$ cat src/rtl/taillight_pkg.sv
// Shared encodings for the tail-light command front end and LED sequencers:
// 2-bit mode codes, the arbiter FSM state enum and a state-to-mode helper.
package taillight_pkg;

    typedef logic [1:0] mode_t;

    localparam mode_t MODE_OFF    = 2'b00;
    localparam mode_t MODE_LEFT   = 2'b01;
    localparam mode_t MODE_RIGHT  = 2'b10;
    localparam mode_t MODE_HAZARD = 2'b11;

    typedef enum logic [2:0] {
        ST_OFF    = 3'd0,
        ST_LEFT   = 3'd1,
        ST_RIGHT  = 3'd2,
        ST_HAZARD = 3'd3,
        ST_GAP    = 3'd4
    } state_t;

    // GAP is a forced-off interval, so it reports the OFF mode code
    function automatic mode_t state_mode(input state_t st);
        mode_t m;
        case (st)
            ST_LEFT:   m = MODE_LEFT;
            ST_RIGHT:  m = MODE_RIGHT;
            ST_HAZARD: m = MODE_HAZARD;
            default:   m = MODE_OFF;
        endcase
        return m;
    endfunction

endpackage

$ cat src/rtl/turn_signal_ctrl_if.sv
// Switch-side inputs and sequencer-side outputs of the turn signal controller.
// The controller uses the master modport; the board/sequencer side uses slave.
interface turn_signal_ctrl_if;
    import taillight_pkg::*;

    logic  sw_left;
    logic  sw_right;
    logic  sw_hazard;
    logic  left_ena;
    logic  right_ena;
    mode_t mode;
    logic  conflict;

    modport master (
        input  sw_left, sw_right, sw_hazard,
        output left_ena, right_ena, mode, conflict
    );

    modport slave (
        output sw_left, sw_right, sw_hazard,
        input  left_ena, right_ena, mode, conflict
    );

endinterface

$ cat src/rtl/turn_signal_ctrl_debounce.sv
// sw_debounce: 2-flop synchronizer followed by a counter debouncer that accepts
// a new level only after DEBOUNCE_CYCLES consecutive differing samples.
module sw_debounce #(
    parameter int DEBOUNCE_CYCLES = 20
) (
    input  logic clk,
    input  logic rst_n,
    input  logic raw,
    output logic clean
);

    localparam int              CNT_W    = $clog2(DEBOUNCE_CYCLES + 1);
    localparam logic [CNT_W-1:0] CNT_LAST = CNT_W'(DEBOUNCE_CYCLES - 1);
    localparam logic [CNT_W-1:0] CNT_ONE  = CNT_W'(1);

    logic             sync1_r;
    logic             sync2_r;
    logic             clean_r;
    logic [CNT_W-1:0] cnt_r;

    // Two-stage synchronizer for the asynchronous switch input
    always_ff @(posedge clk or negedge rst_n) begin
        if (!rst_n) begin
            sync1_r <= 1'b0;
            sync2_r <= 1'b0;
        end else begin
            sync1_r <= raw;
            sync2_r <= sync1_r;
        end
    end

    // Count differing samples; the edge that completes the run adopts the new level
    always_ff @(posedge clk or negedge rst_n) begin
        if (!rst_n) begin
            cnt_r   <= '0;
            clean_r <= 1'b0;
        end else if (sync2_r == clean_r) begin
            cnt_r   <= '0;
        end else if (cnt_r == CNT_LAST) begin
            cnt_r   <= '0;
            clean_r <= sync2_r;
        end else begin
            cnt_r   <= cnt_r + CNT_ONE;
        end
    end

    assign clean = clean_r;

endmodule

$ cat src/rtl/turn_signal_ctrl.sv
// turn_signal_ctrl: debounces the three driver switches and arbitrates them into
// left/right sequencer enables, inserting a forced all-off gap on mode changes.
module turn_signal_ctrl
    import taillight_pkg::*;
#(
    parameter int DEBOUNCE_CYCLES = 20,
    parameter int MIN_OFF         = 2
) (
    input logic                clk,
    input logic                rst_n,
    turn_signal_ctrl_if.master bus
);

    localparam int             GAP_W    = $clog2(MIN_OFF + 1);
    localparam logic [GAP_W-1:0] GAP_LOAD = GAP_W'(MIN_OFF - 1);
    localparam logic [GAP_W-1:0] GAP_ONE  = GAP_W'(1);

    logic             left_db_s;
    logic             right_db_s;
    logic             hazard_db_s;
    logic             conflict_s;
    state_t           req_s;
    state_t           state_r;
    state_t           next_state_s;
    logic [GAP_W-1:0] gap_cnt_r;
    logic [GAP_W-1:0] gap_cnt_next_s;
    logic             left_ena_r;
    logic             right_ena_r;
    mode_t            mode_r;
    logic             conflict_r;

    sw_debounce #(.DEBOUNCE_CYCLES(DEBOUNCE_CYCLES)) u_db_left (
        .clk   (clk),
        .rst_n (rst_n),
        .raw   (bus.sw_left),
        .clean (left_db_s)
    );

    sw_debounce #(.DEBOUNCE_CYCLES(DEBOUNCE_CYCLES)) u_db_right (
        .clk   (clk),
        .rst_n (rst_n),
        .raw   (bus.sw_right),
        .clean (right_db_s)
    );

    sw_debounce #(.DEBOUNCE_CYCLES(DEBOUNCE_CYCLES)) u_db_hazard (
        .clk   (clk),
        .rst_n (rst_n),
        .raw   (bus.sw_hazard),
        .clean (hazard_db_s)
    );

    // Priority request decode: hazard wins, opposing turn requests cancel out
    always_comb begin
        req_s      = ST_OFF;
        conflict_s = 1'b0;
        if (hazard_db_s) begin
            req_s = ST_HAZARD;
        end else if (left_db_s && right_db_s) begin
            conflict_s = 1'b1;
        end else if (left_db_s) begin
            req_s = ST_LEFT;
        end else if (right_db_s) begin
            req_s = ST_RIGHT;
        end else begin
            req_s = ST_OFF;
        end
    end

    // Next-state logic; the gap counter only loads on leaving an active mode
    always_comb begin
        next_state_s   = state_r;
        gap_cnt_next_s = gap_cnt_r;
        case (state_r)
            ST_OFF: begin
                if (req_s != ST_OFF) begin
                    next_state_s = req_s;
                end else begin
                    next_state_s = ST_OFF;
                end
            end
            ST_LEFT, ST_RIGHT, ST_HAZARD: begin
                if (req_s == state_r) begin
                    next_state_s = state_r;
                end else begin
                    next_state_s   = ST_GAP;
                    gap_cnt_next_s = GAP_LOAD;
                end
            end
            ST_GAP: begin
                if (gap_cnt_r == '0) begin
                    next_state_s = req_s;
                end else begin
                    gap_cnt_next_s = gap_cnt_r - GAP_ONE;
                end
            end
            default: begin
                next_state_s   = ST_OFF;
                gap_cnt_next_s = '0;
            end
        endcase
    end

    // State and gap counter registers
    always_ff @(posedge clk or negedge rst_n) begin
        if (!rst_n) begin
            state_r   <= ST_OFF;
            gap_cnt_r <= '0;
        end else begin
            state_r   <= next_state_s;
            gap_cnt_r <= gap_cnt_next_s;
        end
    end

    // Outputs registered from the next state so they align with the state register
    always_ff @(posedge clk or negedge rst_n) begin
        if (!rst_n) begin
            left_ena_r  <= 1'b0;
            right_ena_r <= 1'b0;
            mode_r      <= MODE_OFF;
            conflict_r  <= 1'b0;
        end else begin
            left_ena_r  <= (next_state_s == ST_LEFT)  || (next_state_s == ST_HAZARD);
            right_ena_r <= (next_state_s == ST_RIGHT) || (next_state_s == ST_HAZARD);
            mode_r      <= state_mode(next_state_s);
            conflict_r  <= conflict_s;
        end
    end

    assign bus.left_ena  = left_ena_r;
    assign bus.right_ena = right_ena_r;
    assign bus.mode      = mode_r;
    assign bus.conflict  = conflict_r;

endmodule

$ cat src/flat_wrapper.sv
// flat-port wrapper written by rule: the top's interface ports become plain ports
module turn_signal_ctrl_flat import taillight_pkg::*;
#(
    parameter int DEBOUNCE_CYCLES = 20,
    parameter int MIN_OFF         = 2
)
  (clk, rst_n, bus_sw_left, bus_sw_right, bus_sw_hazard, bus_left_ena, bus_right_ena, bus_mode, bus_conflict);
  turn_signal_ctrl_if bus_i ();
  input logic clk;
  input logic rst_n;
  input wire logic [$bits(bus_i.sw_left)-1:0] bus_sw_left;
  input wire logic [$bits(bus_i.sw_right)-1:0] bus_sw_right;
  input wire logic [$bits(bus_i.sw_hazard)-1:0] bus_sw_hazard;
  output wire logic [$bits(bus_i.left_ena)-1:0] bus_left_ena;
  output wire logic [$bits(bus_i.right_ena)-1:0] bus_right_ena;
  output wire logic [$bits(bus_i.mode)-1:0] bus_mode;
  output wire logic [$bits(bus_i.conflict)-1:0] bus_conflict;
  assign bus_i.sw_left = bus_sw_left;
  assign bus_i.sw_right = bus_sw_right;
  assign bus_i.sw_hazard = bus_sw_hazard;
  assign bus_left_ena = bus_i.left_ena;
  assign bus_right_ena = bus_i.right_ena;
  assign bus_mode = bus_i.mode;
  assign bus_conflict = bus_i.conflict;
  turn_signal_ctrl #(.DEBOUNCE_CYCLES(DEBOUNCE_CYCLES), .MIN_OFF(MIN_OFF)) u_core (.clk(clk), .rst_n(rst_n), .bus(bus_i));
endmodule
$ cat config.mk
export PLATFORM = sky130hd
export DESIGN_NAME = turn_signal_ctrl_flat
export DESIGN_NICKNAME = d
export VERILOG_FILES = /design/src/rtl/taillight_pkg.sv /design/src/rtl/turn_signal_ctrl_if.sv /design/src/rtl/turn_signal_ctrl_debounce.sv /design/src/rtl/turn_signal_ctrl.sv /design/src/flat_wrapper.sv
export SDC_FILE = /design/constraint.sdc
export NUM_CORES = 1
export LEC_CHECK = 0
export ABC_AREA = 0
export CORE_AREA = 2 2 53 55
export CTS_CLUSTER_DIAMETER = 50
export DETAILED_ROUTE_END_ITERATION = 8
export DIE_AREA = 0 0 55 57
export DONT_BUFFER_PORTS = 1
export HOLD_SLACK_MARGIN = 0.1
export PLACE_DENSITY = 0.74
export SLEW_MARGIN = 5
export SYNTH_ARGS = -nofsm -noshare
export SYNTH_HDL_FRONTEND = slang
export SYNTH_SLANG_ARGS = --single-unit
$ cat constraint.sdc
create_clock -name clk -period 1.9 [get_ports clk]
set_input_delay 0.19 -clock clk [delete_from_list [all_inputs] [get_ports clk]]
set_output_delay 0.19 -clock clk [all_outputs]
set_load 0.005 [all_outputs]
==> flow_summary.ini <==
[yosys]
synth.avg_cell_area_um2 = 11.8
yosys_warnings = 0
synth_flop_cell = dfrtp_1
ys_top_cells_by_area = dfrtp_1, o31ai_1, xnor2_1
async_flop_share_pct = 100
seq_area_frac_synth_pct = 57.2
syn-cell-area_um2 = 1440
yosysTopAreaCellShare_pct = 57.2
yosys_register_bits = 33
yosys.area.top_type = dfrtp_1
synth_edf_count = 0
postSynthCellCount = 122
synth_cell_types = 27
synth_nets = 131

[timing]
slew_headroom_pct = 72.1
finalCritPeriodShare_pct = 80.4
tightest_slew_ns = 0.415
finalSetupTns_ns = 0
hold_viol_final = 0
min_period_ns = 1.53
fin_skew_ns = 0.00730
setup_violations = 0
rsz0062_at_grt = no
drv_slew = 0
fmax_mhz = 655

[placement]
dp_hpwl_um = 1480
dp_cells = 149
gp_congestion = 0.804
portBuffers = 0

[cts]
path_clk_slew_ns = 0.09
cts_buffers = 5
htree_levels = 2
ctsRootBufferMaster = clkbuf_4
clock_path_buffers = 2
clk_latency_ns = 0.32
cts_resized = 0
cts.sinks = 33
cts_tree = built

[finish]
areaGrowthSynthToFinish_pct = 8.06
num-fill-cells = 210
multi_input_area_um2 = 562
finalNonFillerCells = 161
drive_above_1_share_pct = 13.1
diodes = 0
seqCellArea_um2 = 826
final_util_pct = 59.7
nNetsFinal = 139

[setup_path]
crit_start = u_core.gap_cnt_r[0]
path_class = register to register
rr_startpoint = u_core.gap_cnt_r[0]
crit_path_end_kind = register
r2r_slack_ns = 0.37
critPathLaunchType = register
crit_arrival_ns = 1.80
worstPathRequired_ns = 2.17
path_max_fanout = 3

[pwr]
cellLeakagePower_nw = 0.704
power.density_nw_per_um2 = 760
internal-power_mw = 0.928
total_power_mw = 1.19
seq_power_share_pct = 62.6
irDropWorstVdd_mv = 0.601
pwr-share-comb_pct = 5.2
pwr-share-clk_pct = 32.2
switching_power_mw = 0.257
switching_share_pct = 21.7

[die]
start_util_pct = 55.2
fp-row-count = 19
die_w_um = 55
core_um2 = 2620
fp.dieH_um = 57
io_pins = 10
dieArea_um2 = 3140

[drt]
vias_per_cell = 5.49
ant_nets = 0
drc_errors = 0
wire_per_inst_um = 13.3
routed_wirelength_um = 2140
vias = 884
drt_iter0_drc = 13
first_pass_iters = 4

[job]
drv_cap = 0

[grt]
grt_pass1_vias = 888
overflow = 0
antenna_found_initial = 0
grt_usage_pct = 16.9
grt_pass1_wl_um = 3750
grt_max_degree = 34

[status]
outcome = completed

[worst_hold_path]
min_path_type = input pin to async pin
## kinds of logic (layout without fill, tap and decap cells)
family / Yosys count / count (layout) / share of synthesized area [%]
AOI/OAI and AO/OA: 17 / 17 / 9.01
xor gates and xnor gates: 12 / 12 / 7.28
DFF: 33 / 33 / 57.2
muxes: 3 / 3 / 2.34
buffers and inverters: 9 / 17 / 3.90
adders and majority gates: 4 / 4 / 3.47
and+or+nand+nor: 44 / 44 / 16.8
## per-stage QoR
stage | instance area [um^2] | hold WS, ns | setup WS [ns]
6_report | 1560 | 0.301 | 0.373
5_1_grt | 1560 | 0.296 | 0.311
4_1_cts | 1560 | 0.286 | 0.383
3_5_place_dp | 1450 | -0.105 | 0.405
3_3_place_gp | 1450 | -0.104 | 0.508
2_1_floorplan | 1440 | -0.106 | 0.514
## cells in the mapped netlist (all sizes together), types with 2 or more instances
| cell type | count |
|---|---|
| a21oi | 5 |
| and2 | 6 |
| buf | 4 |
| dfrtp | 33 |
| ha | 4 |
| inv | 5 |
| mux2 | 3 |
| nand2 | 4 |
| nand3 | 7 |
| nand4 | 2 |
| nor2 | 11 |
| nor2b | 2 |
| nor3 | 4 |
| o31ai | 8 |
| or2 | 2 |
| or4b | 2 |
| xnor2 | 6 |
| xor2 | 6 |
## routing by layer
layer / global-route usage, % / vias to the layer above / routed length (um)
li1: - / 438 / -
met1: 22.4 / 423 / 986
met2: 24.8 / 18 / 1040
met3: 7.07 / 5 / 82
met4: 6.27 / 0 / 38
met5: 0 / - / 0
## cell type report
type	count	area share, %
Sequential cell	33	52.9
Multi-Input combinational cell	80	36.0
Timing Repair Buffer	5	3.85
Clock buffer	7	3.53
Tap cell	31	2.49
Inverter	5	1.20
## sequential cells by signal (all words and copies together), names as in the netlist
| signal | count |
|---|---|
| u_core.u_db_right.clean | 1 |
| u_core.state_r | 3 |
| u_core.u_db_hazard.clean | 1 |
| u_core.u_db_left.sync2_r | 1 |
| u_core.u_db_right.cnt_r | 5 |
| u_core.u_db_left.sync1_r | 1 |
| u_core.bus.mode | 2 |
| u_core.u_db_right.sync2_r | 1 |
| u_core.bus.left_ena | 1 |
| u_core.bus.conflict | 1 |
| u_core.u_db_hazard.sync1_r | 1 |
| u_core.u_db_hazard.cnt_r | 5 |
| u_core.u_db_right.sync1_r | 1 |
| u_core.gap_cnt_r | 2 |
| u_core.u_db_hazard.sync2_r | 1 |
| u_core.u_db_left.clean | 1 |
| u_core.u_db_left.cnt_r | 5 |
## critical path: stages (launching register included)
cell	delay, ns
dfrtp_1	0.38
inv_1	0.06
ha_1	0.28
or3b_2	0.47
a21oi_1	0.16
a31o_1	0.12
## power by group through the flow
stage	Combinational [mW]	Clock [mW]	Sequential (mW)
floorplan	0.0319	0	0.752
global placement	0.0363	0	0.754
detailed placement	0.0381	0	0.756
CTS	0.0636	0.404	0.742
global route	0.0729	0.432	0.745
finish	0.0617	0.382	0.742
## cells in the final DEF, fill, tap and decap left out, types with 3 or more instances in the layout
cell           instances
a21oi_1                5
mux2_2                 3
ha_1                   4
nor3_1                 4
and2_1                 6
nor2_1                11
nand2_1                4
dlygate4sd3_1          4
nand3_1                7
inv_1                  5
xor2_1                 6
clkbuf_4               5
o31ai_1                8
xnor2_1                6
dfrtp_1               33
## final timing paths
path	end	depth (start not counted)
min reg2reg	u_core.u_db_hazard.sync2_r	0
min in group clk	u_core.u_db_hazard.sync2_r	0
min	u_core.gap_cnt_r[1]	2
max in group asynchronous	u_core.u_db_right.cnt_r[4]	2
max reg2reg	u_core.gap_cnt_r[1]	5
max	u_core.gap_cnt_r[1]	5
## what timing repair did
action,CTS,global route
hold buffers,5,0
setup buffers,0,0
setup endpoints to repair,0,0
hold endpoints to repair,36,0
No activity file was read; power rests on OpenSTA's default activity.
